`src/rtl/led_pkg.sv`:
```
// Shared types and constants for the LED bar driver.
package led_pkg;

  // Driver FSM states
  typedef enum logic [0:0] {
    NORMAL = 1'b0,
    FLASH  = 1'b1
  } state_e;

  // Pin level that lights an LED (the bar is wired active-low)
  localparam logic LED_ON = 1'b0;

endpackage

```
`src/rtl/led_bar_driver_if.sv`:
```
// Counter-side inputs and pin-side outputs of the LED bar driver.
interface led_bar_driver_if #(
  parameter int unsigned WIDTH    = 8,
  parameter int unsigned PWM_BITS = 4
);

  logic [WIDTH-1:0]    count_in;
  logic                count_valid;
  logic [PWM_BITS-1:0] brightness;
  logic                flash_en;
  logic [WIDTH-1:0]    led_n;
  logic                wrap_pulse;
  logic                flashing;

  modport master (
    output count_in, count_valid, brightness, flash_en,
    input  led_n, wrap_pulse, flashing
  );

  modport slave (
    input  count_in, count_valid, brightness, flash_en,
    output led_n, wrap_pulse, flashing
  );

endinterface

```
`src/rtl/led_bar_driver_pwm.sv`:
```
// PWM timebase: prescaler, frame position counter and frame-end strobe.
module pwm_tick_gen #(
  parameter int unsigned PWM_BITS = 4,
  parameter int unsigned TICK_DIV = 100
) (
  input  logic                clk,
  input  logic                reset,
  output logic [PWM_BITS-1:0] pwm_cnt,
  output logic                frame_end_c
);

  localparam int unsigned         PS_W    = (TICK_DIV > 1) ? $clog2(TICK_DIV) : 1;
  localparam logic [PS_W-1:0]     PS_MAX  = PS_W'(TICK_DIV - 1);
  localparam logic [PWM_BITS-1:0] CNT_MAX = '1;

  logic [PS_W-1:0] prescaler;
  logic            tick_c;

  // One tick per TICK_DIV clocks; the frame ends on the tick that leaves the last slot
  assign tick_c      = (prescaler == PS_MAX);
  assign frame_end_c = tick_c && (pwm_cnt == CNT_MAX);

  // Prescaler and frame position, both free-running
  always_ff @(posedge clk) begin
    if (reset) begin
      prescaler <= '0;
      pwm_cnt   <= '0;
    end else begin
      prescaler <= tick_c ? '0 : prescaler + PS_W'(1);
      if (tick_c) begin
        pwm_cnt <= pwm_cnt + PWM_BITS'(1);
      end
    end
  end

endmodule

```
`src/rtl/led_bar_driver.sv`:
```
// Latches the upstream count and drives the active-low LED bar with PWM dimming,
// flashing the whole bar for a few frames when the count wraps.
module led_bar_driver
  import led_pkg::*;
#(
  parameter int unsigned WIDTH        = 8,
  parameter int unsigned PWM_BITS     = 4,
  parameter int unsigned TICK_DIV     = 100,
  parameter int unsigned FLASH_FRAMES = 4
) (
  input  logic             clk,
  input  logic             reset,
  led_bar_driver_if.slave  bus
);

  localparam logic [0:0]          S_NORMAL  = 1'(NORMAL);
  localparam logic [0:0]          S_FLASH   = 1'(FLASH);
  localparam logic [WIDTH-1:0]    ALL_ONES  = '1;
  localparam logic [WIDTH-1:0]    ALL_ZERO  = '0;
  localparam logic [PWM_BITS-1:0] BR_MAX    = '1;
  localparam logic [WIDTH-1:0]    LEDS_DARK = {WIDTH{~LED_ON}};
  localparam int unsigned         FC_W      = $clog2(FLASH_FRAMES + 1);
  localparam logic [FC_W-1:0]     FC_LAST   = FC_W'(FLASH_FRAMES - 1);

  logic [0:0]          state_q, state_d;
  logic [FC_W-1:0]     flash_cnt, flash_cnt_d;
  logic                phase, phase_d;
  logic [WIDTH-1:0]    shadow;
  logic [PWM_BITS-1:0] br_reg;
  logic [PWM_BITS-1:0] pwm_cnt;
  logic                frame_end_c;
  logic [WIDTH-1:0]    lit_c;
  logic                wrap_c;
  logic                on_phase_c;
  logic [WIDTH-1:0]    led_q;
  logic                wrap_q;
  logic                flashing_q;

  pwm_tick_gen #(
    .PWM_BITS (PWM_BITS),
    .TICK_DIV (TICK_DIV)
  ) u_tick (
    .clk         (clk),
    .reset       (reset),
    .pwm_cnt     (pwm_cnt),
    .frame_end_c (frame_end_c)
  );

  // Wrap is judged against the count held before this capture; shadow=0 after reset
  // makes a first capture of all-ones a wrap
  assign wrap_c = bus.count_valid &&
                  (((shadow == ALL_ONES) && (bus.count_in == ALL_ZERO)) ||
                   ((shadow == ALL_ZERO) && (bus.count_in == ALL_ONES)));

  // Full-scale brightness stays lit for the whole frame, including the last slot
  assign on_phase_c = (br_reg == BR_MAX) || (pwm_cnt < br_reg);

  // Next-state, flash sequencing and LED pattern selection
  always_comb begin
    state_d     = state_q;
    flash_cnt_d = flash_cnt;
    phase_d     = phase;
    lit_c       = '0;
    case (state_q)
      S_NORMAL: begin
        lit_c = shadow & {WIDTH{on_phase_c}};
        if (wrap_c && bus.flash_en) begin
          state_d     = S_FLASH;
          flash_cnt_d = '0;
          phase_d     = 1'b1;
        end
      end
      S_FLASH: begin
        lit_c = {WIDTH{phase & on_phase_c}};
        if (wrap_c) begin
          flash_cnt_d = '0;
          phase_d     = 1'b1;
        end else if (frame_end_c) begin
          phase_d     = ~phase;
          flash_cnt_d = flash_cnt + FC_W'(1);
          if (flash_cnt == FC_LAST) begin
            state_d = S_NORMAL;
          end
        end
      end
      default: state_d = S_NORMAL;
    endcase
  end

  // State, capture, duty latch and registered pin outputs
  always_ff @(posedge clk) begin
    if (reset) begin
      state_q    <= S_NORMAL;
      flash_cnt  <= '0;
      phase      <= 1'b0;
      shadow     <= '0;
      br_reg     <= '0;
      led_q      <= LEDS_DARK;
      wrap_q     <= 1'b0;
      flashing_q <= 1'b0;
    end else begin
      state_q    <= state_d;
      flash_cnt  <= flash_cnt_d;
      phase      <= phase_d;
      if (bus.count_valid) begin
        shadow <= bus.count_in;
      end
      if (frame_end_c) begin
        br_reg <= bus.brightness;
      end
      led_q      <= lit_c ^ LEDS_DARK;
      wrap_q     <= wrap_c;
      flashing_q <= (state_d == S_FLASH);
    end
  end

  assign bus.led_n      = led_q;
  assign bus.wrap_pulse = wrap_q;
  assign bus.flashing   = flashing_q;

endmodule

```
`src/flat_wrapper.sv`:
```
// flat-port wrapper written by rule: the top's interface ports become plain ports
module led_bar_driver_flat import led_pkg::*;
#(
  parameter int unsigned WIDTH        = 8,
  parameter int unsigned PWM_BITS     = 4,
  parameter int unsigned TICK_DIV     = 100,
  parameter int unsigned FLASH_FRAMES = 4
)
  (clk, reset, bus_count_in, bus_count_valid, bus_brightness, bus_flash_en, bus_led_n, bus_wrap_pulse, bus_flashing);
  led_bar_driver_if #(.WIDTH(WIDTH), .PWM_BITS(PWM_BITS)) bus_i ();
  input  logic clk;
  input  logic reset;
  input wire logic [$bits(bus_i.count_in)-1:0] bus_count_in;
  input wire logic [$bits(bus_i.count_valid)-1:0] bus_count_valid;
  input wire logic [$bits(bus_i.brightness)-1:0] bus_brightness;
  input wire logic [$bits(bus_i.flash_en)-1:0] bus_flash_en;
  output wire logic [$bits(bus_i.led_n)-1:0] bus_led_n;
  output wire logic [$bits(bus_i.wrap_pulse)-1:0] bus_wrap_pulse;
  output wire logic [$bits(bus_i.flashing)-1:0] bus_flashing;
  assign bus_i.count_in = bus_count_in;
  assign bus_i.count_valid = bus_count_valid;
  assign bus_i.brightness = bus_brightness;
  assign bus_i.flash_en = bus_flash_en;
  assign bus_led_n = bus_i.led_n;
  assign bus_wrap_pulse = bus_i.wrap_pulse;
  assign bus_flashing = bus_i.flashing;
  led_bar_driver #(.WIDTH(WIDTH), .PWM_BITS(PWM_BITS), .TICK_DIV(TICK_DIV), .FLASH_FRAMES(FLASH_FRAMES)) u_core (.clk(clk), .reset(reset), .bus(bus_i));
endmodule
```
`config.mk`:
```
export PLATFORM = sky130hd
export DESIGN_NAME = led_bar_driver_flat
export DESIGN_NICKNAME = d
export VERILOG_FILES = /design/src/rtl/led_pkg.sv /design/src/rtl/led_bar_driver_if.sv /design/src/rtl/led_bar_driver_pwm.sv /design/src/rtl/led_bar_driver.sv /design/src/flat_wrapper.sv
export SDC_FILE = /design/constraint.sdc
export NUM_CORES = 1
export LEC_CHECK = 0
export CORE_MARGIN = 2
export CORE_UTILIZATION = 40
export DETAILED_ROUTE_END_ITERATION = 10
export HOLD_SLACK_MARGIN = 0.02
export MAX_ROUTING_LAYER = met4
export PLACE_DENSITY_LB_ADDON = 0.15
export SETUP_SLACK_MARGIN = 0.2
export SLEW_MARGIN = 20
export SYNTH_ARGS = -nofsm -noshare
export SYNTH_HDL_FRONTEND = slang
export SYNTH_SLANG_ARGS = --single-unit
export TNS_END_PERCENT = 5
```
`constraint.sdc`:
```
create_clock -name clk -period 2.5 [get_ports clk]
set_clock_uncertainty 0.05 [all_clocks]
set_input_delay 0.25 -clock clk [delete_from_list [all_inputs] [get_ports clk]]
set_output_delay 0.25 -clock clk [all_outputs]
set_load 0.02 [all_outputs]
```
==> impl_metrics.ini <==
[global_routing]
track_usage = 0.1670
grt_pass1_vias = 1222
grt_pass1_wl_mm = 5.547
grt_max_degree = 18
antenna_found_initial = 0
overflow = 0

[sta]
tightest_slew_ns = 0.7064
slew_violations = 0
worst_slack_ns = 0.5562
fmax_ghz = 0.5145
slew_headroom = 0.5241
post-route-period-util = 0.7775
tns_ns = 0
rsz0062_at_grt = no
final.min_clock_period_ns = 1.944
setup_viol = 0
whs_ns = 0.4279
hold_viol = 0

[clocking]
clk_path_buf_depth = 2
cts_buffers = 5
ctsRootBufferMaster = clkbuf_8
cts-htree-levels = 2
cts_tree = built
ctsHoldBuffers = 0
post_cts_buffers = 0
insertion_delay_ns = 0.28
path_clk_slew_ns = 0.07
clock-sinks = 37
ctsResizeCount = 0

[power_and_ir_drop]
p_per_area_nw_per_um2 = 557.6
irDropWorstVdd_v = 0.0003726
p_leak_nw = 0.7489
fin_total_pwr_mw = 1.134

[worst_hold_path]
hp-class = reg2reg
holdPathEnd = u_core.u_tick.prescaler[0]
worstHoldStart = u_core.u_tick.prescaler[0]
hold-path-cell-count = 1

[critical_path]
arrival_ns = 1.64
worstSetupPathType = reg2out
cpPeakStageDelay_ns = 0.70
critPathBufInv = 1
cp_data_required_time_ns = 2.20
reg2reg_slack_ns = 0.68
path_max_fanout = 17
path_cells = clkdlybuf4s50_1
crit_path_end_kind = primary output
r2r-end = u_core.flash_cnt[2]
r2r_start = u_core.u_tick.prescaler[3]
ff2ff_path_depth = 5
cp_top_family = buffers and inverters
cp_slowest_cell = clkdlybuf4s50_1
cp-start-kind = flip-flop

[synth]
synth-edff-count = 0
synthDistinctLibCells = 32
synthMostInstantiatedCell = dfxtp_1
synth_warnings = 0
synth_common_cells = dfxtp_1, nor2_1, o21ai_0, inv_1, mux2i_1
syn_inst = 178
synth_ff_type = dfxtp_1
avgSynthCellArea_um2 = 9.131
synth.largest_area_cell = dfxtp_1
synth_area_um2 = 1625
synth_seq_area_share = 0.4557
yosys.area.top_type_share = 0.4557
ys_seq_elements = 37
synth_area_leaders = dfxtp_1, mux2i_1, nor2_1, ha_1, o21ai_0
synthArstFlopShare = 0
syn_nets = 201

[run_status]
outcome = finished, final reports clean

[final_layout]
antenna_cells = 0
postLayoutCellArea_um2 = 2033
layoutNonFillerInstCount = 257
final_nets = 229
post-route-util = 0.5157
areaGrowthSynthToFinish_pct = 25.10
drive_gt1_frac = 0.06763

[drt]
wl_mm = 3.080
first_iter_violations = 68
avgViaCountPerCell = 4.992
routedWlPerCell_um = 11.98
drt_pre_antenna_iters = 5
drc = 0
ant_nets = 0
vias = 1283

[floorplanning]
start_util = 0.4123
core_um2 = 3943
die_w_um = 67.75
rows = 23
die-height_um = 67.75
io_pins = 26
die_area_um2 = 4589

[flow_run]
drv_cap = 0

[placement]
dp_hpwl_mm = 2.335
finalWeightedCongestion = 0.7886
place_ws_ns = 0.4041
portBuffers = 25
place_area_um2 = 1932
dp.cells = 249
how the worst max path moves through the flow:
stage | depth (start not counted) | slack, ns | end | startpoint
finish | 1 | 0.56 | bus_flashing | u_core.bus.flashing
global route | 1 | 0.46 | bus_flashing | u_core.bus.flashing
CTS | 1 | 0.57 | bus_flashing | u_core.bus.flashing
detailed placement | 6 | 0.40 | u_core.flash_cnt[0] | bus_count_in[5]
global placement | 6 | 0.44 | u_core.flash_cnt[0] | bus_count_in[4]
floorplan | 5 | 0.81 | u_core.flash_cnt[2] | u_core.u_tick.prescaler[4]
layout by cell type, fill, tap and decap left out, types with 2 or more instances in the layout:
master,netlist,final
xnor2_1,4,4
mux2i_1,13,13
buf_4,0,3
a21oi_1,2,2
xor2_1,4,4
nand2_1,7,7
a31oi_1,2,2
nor4bb_1,8,8
clkdlybuf4s50_1,0,25
dfxtp_1,37,37
nor2_1,29,29
inv_1,14,14
nand4_1,4,4
ha_1,7,7
a21o_1,2,2
clkbuf_8,0,7
nand3_1,5,5
o21ai_0,17,17
and4_1,2,2
power by group:
group | switching [mW] | internal [mW]
combinational | 0.0305 | 0.0435
sequential | 0.0130 | 0.601
clock | 0.197 | 0.249
final cells by class:
class	count	area (um^2)
Clock buffer	7	96.34
Clock inverter	1	5.005
Fill cell	364	1909
Inverter	14	52.55
Multi-Input combinational cell	120	803.3
Sequential cell	37	740.7
Tap cell	50	62.56
Timing Repair Buffer	28	272.8
cell families after synthesis:
kind of cell             count (synthesis)  synth area share
AO/OA/AOI/OAI                           29            0.1078
XOR/XNOR                                 8           0.04311
adder cells (fa/ha/maj)                  7           0.05389
buffers and inverters                   21           0.05004
flip-flops                              37            0.4557
multiplexers                            13           0.08006
AND/OR/NAND/NOR                         63            0.2094
layer usage:
| metal | vias to the layer above | GRT usage | share of wire |
|---|---|---|---|
| li1 | 671 | - | - |
| met1 | 581 | 0.2175 | 0.51 |
| met2 | 27 | 0.2451 | 0.44 |
| met3 | 4 | 0.05500 | 0.046 |
| met4 | 0 | 0.05102 | 0.0084 |
| met5 | - | - | 0 |
No activity file was read; power rests on OpenSTA's default activity.
